**config.mk**
```make
export PLATFORM = sky130hd
export DESIGN_NAME = segment_select_ctrl
export DESIGN_NICKNAME = d
export VERILOG_FILES = /design/src/rtl/segment_select_ctrl.sv
export SDC_FILE = /design/constraint.sdc
export NUM_CORES = 1
export LEC_CHECK = 0
export ABC_AREA = 0
export CELL_PAD_IN_SITES_DETAIL_PLACEMENT = 0
export CELL_PAD_IN_SITES_GLOBAL_PLACEMENT = 1
export CORE_AREA = 2 2 205 207
export DETAILED_ROUTE_END_ITERATION = 7
export DIE_AREA = 0 0 207 209
export PLACE_DENSITY = 0.81
export SYNTH_ARGS = -nofsm -noshare
export SYNTH_HDL_FRONTEND = slang
export SYNTH_SLANG_ARGS = --single-unit
```
**constraint.sdc**
```tcl
create_clock -name in_clock -period 6.1 [get_ports in_clock]
set_input_delay 1.83 -clock in_clock [delete_from_list [all_inputs] [get_ports in_clock]]
set_output_delay 1.83 -clock in_clock [all_outputs]
set_load 0.005 [all_outputs]
```
**src/rtl/segment_select_ctrl.sv**
```systemverilog
// Sequencer for the segment selector: one-time seed load, then one selection per accepted request.
// Latency: result valid SEL_LATENCY+3 cycles after accept (2 cycles for a rejected request).
// Backpressure: one request in flight, out_req_ready only in IDLE; result held until in_ready. Option: SEG_SELECT_STATS_EN.
module segment_select_ctrl #(
    parameter int WIDTH       = 32,
    parameter int SEL_LATENCY = 2
) (
    input  logic                    in_clock,
    input  logic                    in_reset_n,
    input  logic [WIDTH:0]          in_seed,
    input  logic                    in_req_valid,
    output logic                    out_req_ready,
    input  logic signed [WIDTH-1:0] in_c_less_than,
    input  logic signed [WIDTH-1:0] in_c_more_than,
    input  logic signed [WIDTH-1:0] in_min_variable,
    input  logic signed [WIDTH-1:0] in_max_variable,
    input  logic [1:0]              in_flag,
    output logic                    out_seg_reset,
    output logic                    out_seg_enable,
    output logic [WIDTH:0]          out_seg_seed,
    output logic signed [WIDTH-1:0] out_seg_c_less_than,
    output logic signed [WIDTH-1:0] out_seg_c_more_than,
    output logic signed [WIDTH-1:0] out_seg_min,
    output logic signed [WIDTH-1:0] out_seg_max,
    output logic [1:0]              out_seg_flag,
    input  logic [1:0]              in_seg_type,
    input  logic signed [WIDTH-1:0] in_seg_from,
    input  logic signed [WIDTH-1:0] in_seg_to,
    input  logic [WIDTH:0]          in_seg_weight,
    output logic                    out_valid,
    input  logic                    in_ready,
    output logic [1:0]              out_type,
    output logic signed [WIDTH-1:0] out_from,
    output logic signed [WIDTH-1:0] out_to,
    output logic [WIDTH:0]          out_weight,
    output logic                    out_error,
`ifdef SEG_SELECT_STATS_EN
    output logic [15:0]             out_cnt_uniform,
    output logic [15:0]             out_cnt_expup,
    output logic [15:0]             out_cnt_expdown,
    output logic [15:0]             out_cnt_error,
`endif
    output logic                    out_busy
);

    typedef enum logic [2:0] {
        S_SEED    = 3'd0,
        S_IDLE    = 3'd1,
        S_CHECK   = 3'd2,
        S_ISSUE   = 3'd3,
        S_WAIT    = 3'd4,
        S_CAPTURE = 3'd5,
        S_HOLD    = 3'd6
    } state_t;

    localparam logic [3:0] LAT_M1 = 4'(SEL_LATENCY - 1);

    state_t     state_q;
    state_t     state_nxt;
    logic [3:0] cnt_q;
    logic       chk_err;
    logic       handoff;

    assign chk_err = (out_seg_flag == 2'd0) || (out_seg_min > out_seg_max);
    // out_valid only rises one cycle into HOLD, so HOLD always lasts at least two cycles
    assign handoff = (state_q == S_HOLD) && out_valid && in_ready;

    always_ff @(posedge in_clock or negedge in_reset_n) begin
        if (!in_reset_n) begin
            state_q <= S_SEED;
        end else begin
            state_q <= state_nxt;
        end
    end

    always_comb begin
        state_nxt = state_q;
        case (state_q)
            S_SEED:    state_nxt = S_IDLE;
            S_IDLE:    if (in_req_valid) state_nxt = S_CHECK;
            S_CHECK:   state_nxt = chk_err ? S_HOLD : S_ISSUE;
            S_ISSUE:   state_nxt = (SEL_LATENCY <= 1) ? S_CAPTURE : S_WAIT;
            S_WAIT:    if (cnt_q <= 4'd1) state_nxt = S_CAPTURE;
            S_CAPTURE: state_nxt = S_HOLD;
            S_HOLD:    if (handoff) state_nxt = S_IDLE;
            default:   state_nxt = S_SEED;
        endcase
    end

    always_comb begin
        out_req_ready = (state_q == S_IDLE);
    end

    always_ff @(posedge in_clock or negedge in_reset_n) begin
        if (!in_reset_n) begin
            cnt_q <= 4'd0;
        end else if (state_q == S_ISSUE) begin
            cnt_q <= LAT_M1;
        end else if (state_q == S_WAIT) begin
            cnt_q <= cnt_q - 4'd1;
        end
    end

    // Strobes are registered so that every output is quiet while reset is held;
    // the enable is looked ahead so it coincides with the ISSUE cycle.
    always_ff @(posedge in_clock or negedge in_reset_n) begin
        if (!in_reset_n) begin
            out_seg_reset       <= 1'b0;
            out_seg_enable      <= 1'b0;
            out_seg_seed        <= '0;
            out_seg_c_less_than <= '0;
            out_seg_c_more_than <= '0;
            out_seg_min         <= '0;
            out_seg_max         <= '0;
            out_seg_flag        <= 2'd0;
            out_valid           <= 1'b0;
            out_type            <= 2'd0;
            out_from            <= '0;
            out_to              <= '0;
            out_weight          <= '0;
            out_error           <= 1'b0;
            out_busy            <= 1'b0;
        end else begin
            out_seg_reset  <= (state_q == S_SEED);
            out_seg_enable <= (state_nxt == S_ISSUE);
            out_valid      <= (state_q == S_HOLD) && !handoff;
            out_busy       <= (state_nxt != S_IDLE);
            if (state_q == S_SEED) begin
                out_seg_seed <= in_seed;
            end
            if ((state_q == S_IDLE) && in_req_valid) begin
                out_seg_c_less_than <= in_c_less_than;
                out_seg_c_more_than <= in_c_more_than;
                out_seg_min         <= in_min_variable;
                out_seg_max         <= in_max_variable;
                out_seg_flag        <= in_flag;
            end
            if ((state_q == S_CHECK) && chk_err) begin
                out_type   <= 2'd0;
                out_from   <= '0;
                out_to     <= '0;
                out_weight <= '0;
                out_error  <= 1'b1;
            end else if (state_q == S_CAPTURE) begin
                out_type   <= in_seg_type;
                out_from   <= in_seg_from;
                out_to     <= in_seg_to;
                out_weight <= in_seg_weight;
                out_error  <= (in_seg_type == 2'd0);
            end
        end
    end

`ifdef SEG_SELECT_STATS_EN
    function automatic logic [15:0] sat_inc(input logic [15:0] v);
        return (v == 16'hFFFF) ? v : v + 16'd1;
    endfunction

    always_ff @(posedge in_clock or negedge in_reset_n) begin
        if (!in_reset_n) begin
            out_cnt_uniform <= 16'd0;
            out_cnt_expup   <= 16'd0;
            out_cnt_expdown <= 16'd0;
            out_cnt_error   <= 16'd0;
        end else if (handoff) begin
            if (out_error) begin
                out_cnt_error <= sat_inc(out_cnt_error);
            end else begin
                case (out_type)
                    2'd3:    out_cnt_uniform <= sat_inc(out_cnt_uniform);
                    2'd2:    out_cnt_expup   <= sat_inc(out_cnt_expup);
                    2'd1:    out_cnt_expdown <= sat_inc(out_cnt_expdown);
                    default: ;
                endcase
            end
        end
    end
`endif

endmodule

```
# Word level (Yosys, flattened, before mapping)
# Cells that the tools add are included.
totals:
  reg_bits: 274
  input_bits: 266
  output_inout_bits: 268
  word_cells: 57
classes:
  add_sub_neg: 1
  n_lt_le_gt_ge: 2
  n_eq_ne: 8
  n_mux: 17
  n_reduce_logical: 12
ops:
  columns: ["cell", "n"]
  rows:
  - ["32-bit 2-to-1 mux", 4]
  - ["33-bit 2-to-1 mux", 2]
  - ["32-bit greater-than comparator", 1]
  - ["3-bit one-hot mux with 7 select lines", 1]
  - ["3-bit 2-to-1 mux", 4]
  - ["3-bit by 2-bit == test with 1-bit output (second input constant)", 3]
  - ["3-bit == test (second input constant)", 3]
  - ["4-bit 2-to-1 mux", 2]
  - ["1-bit logical AND", 5]
  - ["4-bit by 1-bit less-or-equal comparator with 1-bit output (second input constant)", 1]
  - ["2-bit zero test", 2]
  - ["2-bit 2-to-1 mux", 2]
  - ["2-bit nonzero test", 2]
  - ["4-bit by 1-bit subtractor with 4-bit output (second input constant)", 1]
  - ["3-bit by 1-bit == test with 1-bit output (second input constant)", 1]
  - ["3-bit zero test", 1]
  - ["3-bit by 1-bit inequality test with 1-bit output (second input constant)", 1]
  - ["1-bit 2-to-1 mux", 2]
  - ["1-bit zero test", 1]
  - ["1-bit logical OR", 1]

# Depth between registers and ports, before layout
depth:
  word_depth: 6
  mapped_depth: 10
  mapped_depth_nobuf: 8

# Worst setup path after synthesis
# Ideal clock, no wire load.
synth_path:
  path_type: "input-to-reg"
  startpoint: "in in_req_valid"
  endpoint: "reg out_seg_c_more_than[10]"
  setup_time_ns: 0.125
  t_arrival_ns: 2.893
  slack_ns: 3.082
  cell_stages: 5
  cell_sequence: "and2_1 > clkbuf_1 > buf_2 > buf_2 > mux2_2"
synth_between:
  elab_chain_len: 1
synth_lines:
  columns: ["item", "line_no", "rtl"]
  rows:
  - ["start, declared", "11", "input logic in_req_valid,"]
  - ["1-bit logical AND", "131", "if ((state_q == S_IDLE) && in_req_valid) begin"]
  - ["end signal, assigned", "133", "out_seg_c_more_than <= in_c_more_than;"]
  - ["end, declared", "22", "output logic signed [WIDTH-1:0] out_seg_c_more_than,"]
# Every way passes these cells.
# A chain may end at the register's enable or synchronous reset.

# Worst setup path after layout
layout_path:
  startpoint: "reg state_q[0]"
  endpoint: "out out_req_ready"
layout_between:
  elab_chain_len: 1
layout_lines:
  columns: ["item", "line_no", "rtl"]
  rows:
  - ["start, declared", "58", "state_t state_q;"]
  - ["start signal, assigned", "72", "state_q <= state_nxt;"]
  - ["3-bit by 1-bit == test with 1-bit output", "91", "out_req_ready = (state_q == S_IDLE);"]
  - ["end, declared", "12", "output logic out_req_ready,"]
# Every way passes these cells.

==> results.toml <==
[route]
detailroute.via_count = 9332
drtIter0Drc = 419
route.antenna.remaining_nets = 0
avgRoutedWirePerCell_um = 17.6
drt_pass1_iterations = 5
route.detailed.drc = 0
drt_via_density = 4.51
drt-total-wl_um = 36400

[clock_network]
cts.path.max_buffers = 3
clkSlewWorstSetupHoldPaths_ns = 0.06
numCtsBuffers = 30
post_cts_hold_buffer_count = 0
cts-root-buf = "sky130_fd_sc_hd__clkbuf_16"
cts.htree.levels = 1
worst_skew_pair.late_latency_ns = 0.58
cts_tree = "yes"
post_cts_buffers = 0
cts_resized = 0
cts_num_sinks = 274

[critical_path]
critical_path.startpoint_type = "flop"
setup.worst_path.end_class = "output port"
crit_arrival_ns = 2.20
timing.critical_path.slowest_cell_delay_ns = 0.66
worstPathRequired_ns = 4.27
cp_max_fo = 14
crit_chain = "nor3b_1 > clkdlybuf4s50_1"
worst-r2r-setup-slack_ns = 2.59
cpLargestDelayFamily = "flip-flops"
critical_path_buf_inv_count = 1
critical-path-slowest-cell = "sky130_fd_sc_hd__dfrtp_1"
rr_worst_depth = 7
critPathKind = "reg -> out"
startpoint_of_the_lowest_slack_register_to_register_path = "out_seg_min[31]$_DFFE_PN0P_"
crit-reg2reg-capture = "out_from[9]$_DFFE_PN0P_"

[synthesis]
seq_area_frac_synth = 0.612
mapped_cell_area_um2 = 11200
synth-edff-count = 0
yosys_most_used_dff = "sky130_fd_sc_hd__dfrtp_1"
avgSynthCellArea_um2 = 11.3
yosys_warnings = 0
synth_cells = 988
postSynthNetCount = 1288
ys_async_sr_fraction = 1.00
synth-seq-cells = 274
ys_types = 39

[place]
buffer_ports.inserted = 533
placement.setup.worst_slack_ns = 2.15
gp_congestion = 0.824
place_hpwl_um = 26400
place_inst = 2010

[timing]
finalCritPeriodShare = 0.661
worst_slew_pin_slew_ns = 1.09
number_of_setup_violations_in_the_final_report = 0
rsz0062_at_grt = "no"
hold_slack_ns = 0.505
timing.fmax_mhz = 248
fin_tns_setup_ns = 0
slew_headroom = 0.272
finalClockSkew_ns = 0.0228
slew_viol_final = 0
worst_setup_slack_after_layout_ns = 2.07
finalWorstPathRequiredPeriod_ns = 4.03
final_hold_viol_count = 0

[global_route]
grt_pass1_vias = 9779
first_pass_grt_wire_length_um = 56700
gr-usage-all-layers = 0.163
gr-total-overflow = 0
grt_antenna_before_repair = 1
grt_max_degree = 115

[worst_hold_path]
worst_hold_path.num_cells = 1
hold_path_start = "out_seg_c_less_than[17]$_DFFE_PN0P_"
min-delay-path-class = "reg -> reg"
timing.hold.worst_endpoint = "out_seg_c_less_than[17]$_DFFE_PN0P_"

[die]
start_util = 0.271
floorplan.rows = 75
design.die.area_um2 = 43300
number_of_top_level_pins = 534
die_h_um = 209
die-width_um = 207
core_area_um2 = 41300

[power]
powerDensity_nw_per_um2 = 509
seqPwrFrac = 0.348
p_switching_uw = 2960
p_clk_frac = 0.212
cell_internal_pwr_uw = 6290
pwr-share-comb = 0.439
power.switching_fraction = 0.320
ir_drop_uv = 259
lkg_pwr_uw = 0.00765

[finish]
area_growth_syn_to_layout_pct = 62.2
multi_input_area_um2 = 4000
layout_commonest_cell = "sky130_fd_sc_hd__clkdlybuf4s50_1"
layout_common_cells = "sky130_fd_sc_hd__clkdlybuf4s50_1 (532), sky130_fd_sc_hd__dfrtp_1 (274), sky130_fd_sc_hd__nand2_1 (237), sky130_fd_sc_hd__mux2_2 (131), sky130_fd_sc_hd__a21oi_1 (119)"
layout.area.seq_um2 = 6860
layout-drive-gt1-share = 0.130
nFillCells = 3919
finalNonFillerCells = 2067
finalNetCount = 1803

[outcome]
result_of_the_run = "complete, no violations"

[run]
max_cap_viol_count = 0
==> registers in the layout (all words and copies together), names as in the netlist <==
signal	count
out_seg_c_more_than	32
out_to	32
out_seg_flag	2
out_valid	1
out_seg_min	32
out_type	2
out_from	32
cnt_q	4
out_error	1
state_q	3
out_seg_reset	1
out_busy	1
out_seg_seed	33
out_weight	33
out_seg_max	32
out_seg_enable	1
out_seg_c_less_than	32
==> cell type report <==
type                            count  area share
Inverter                           36     0.00744
Antenna cell                        1    0.000138
Tap cell                          539      0.0371
Clock buffer                       41      0.0492
Multi-Input combinational cell    620       0.220
Clock inverter                     15      0.0103
Sequential cell                   274       0.377
Timing Repair Buffer              541       0.299
==> layer usage <==
metal | vias up | GRT usage | routed length (um) | part of all wire
li1 | 4362 | - | - | -
met1 | 4557 | 0.191 | 14500 | 0.40
met2 | 346 | 0.281 | 17900 | 0.49
met3 | 67 | 0.0556 | 2930 | 0.081
met4 | 0 | 0.0520 | 1130 | 0.031
met5 | - | 0 | 0 | 0
==> per-stage QoR <==
step	util	area (um^2)	power [uW]
floorplan	-	11200	4880
global placement	0.414	17100	7240
detailed placement	0.414	17100	7350
CTS	0.440	18200	9370
global route	0.440	18200	9880
finish	0.440	18200	9240
==> power by group through the flow <==
stage / logic [uW] / clock network [uW] / registers [uW]
after floorplan: 1670 / 0 / 3210
after global placement: 4030 / 0 / 3210
after detailed placement: 4100 / 0 / 3250
after CTS: 4130 / 2010 / 3230
after global routing: 4450 / 2100 / 3330
final: 4060 / 1960 / 3220
==> cell usage after synthesis, drive strengths merged, types with 3 or more instances <==
| cell | n | share of area |
|---|---|---|
| dfrtp | 274 | 0.61 |
| nor2 | 12 | 0.0040 |
| nand3 | 4 | 0.0018 |
| inv | 36 | 0.012 |
| ha | 34 | 0.038 |
| clkbuf | 42 | 0.014 |
| nor4 | 3 | 0.0017 |
| a21oi | 119 | 0.053 |
| mux2 | 131 | 0.13 |
| nand2 | 237 | 0.079 |
| nand4 | 7 | 0.0039 |
| buf | 16 | 0.0079 |
| o21ai | 37 | 0.017 |
| a21o | 5 | 0.0034 |
| nor3 | 6 | 0.0027 |
==> logic make-up after synthesis <==
| family | synth area share |
|---|---|
| flip-flops | 0.612 |
| adder cells (fa/ha/maj) | 0.0380 |
| AO/OA/AOI/OAI | 0.0837 |
| multiplexers | 0.132 |
| buffers and inverters | 0.0341 |
| AND/OR/NAND/NOR | 0.101 |
==> how the worst max path moves through the flow <==
stage	end	depth (start not counted)	from	slack (ns)
floorplan	out_seg_c_more_than[10]$_DFFE_PN0P_	5	in_req_valid	3.08
global placement	out_seg_min[7]$_DFFE_PN0P_	4	in_req_valid	2.16
detailed placement	out_seg_c_more_than[9]$_DFFE_PN0P_	4	in_req_valid	2.15
CTS	out_req_ready	2	state_q[0]$_DFF_PN0_	2.03
global route	out_req_ready	2	state_q[0]$_DFF_PN0_	1.98
finish	out_req_ready	2	state_q[0]$_DFF_PN0_	2.07
No activity file was read; power rests on OpenSTA's default activity.
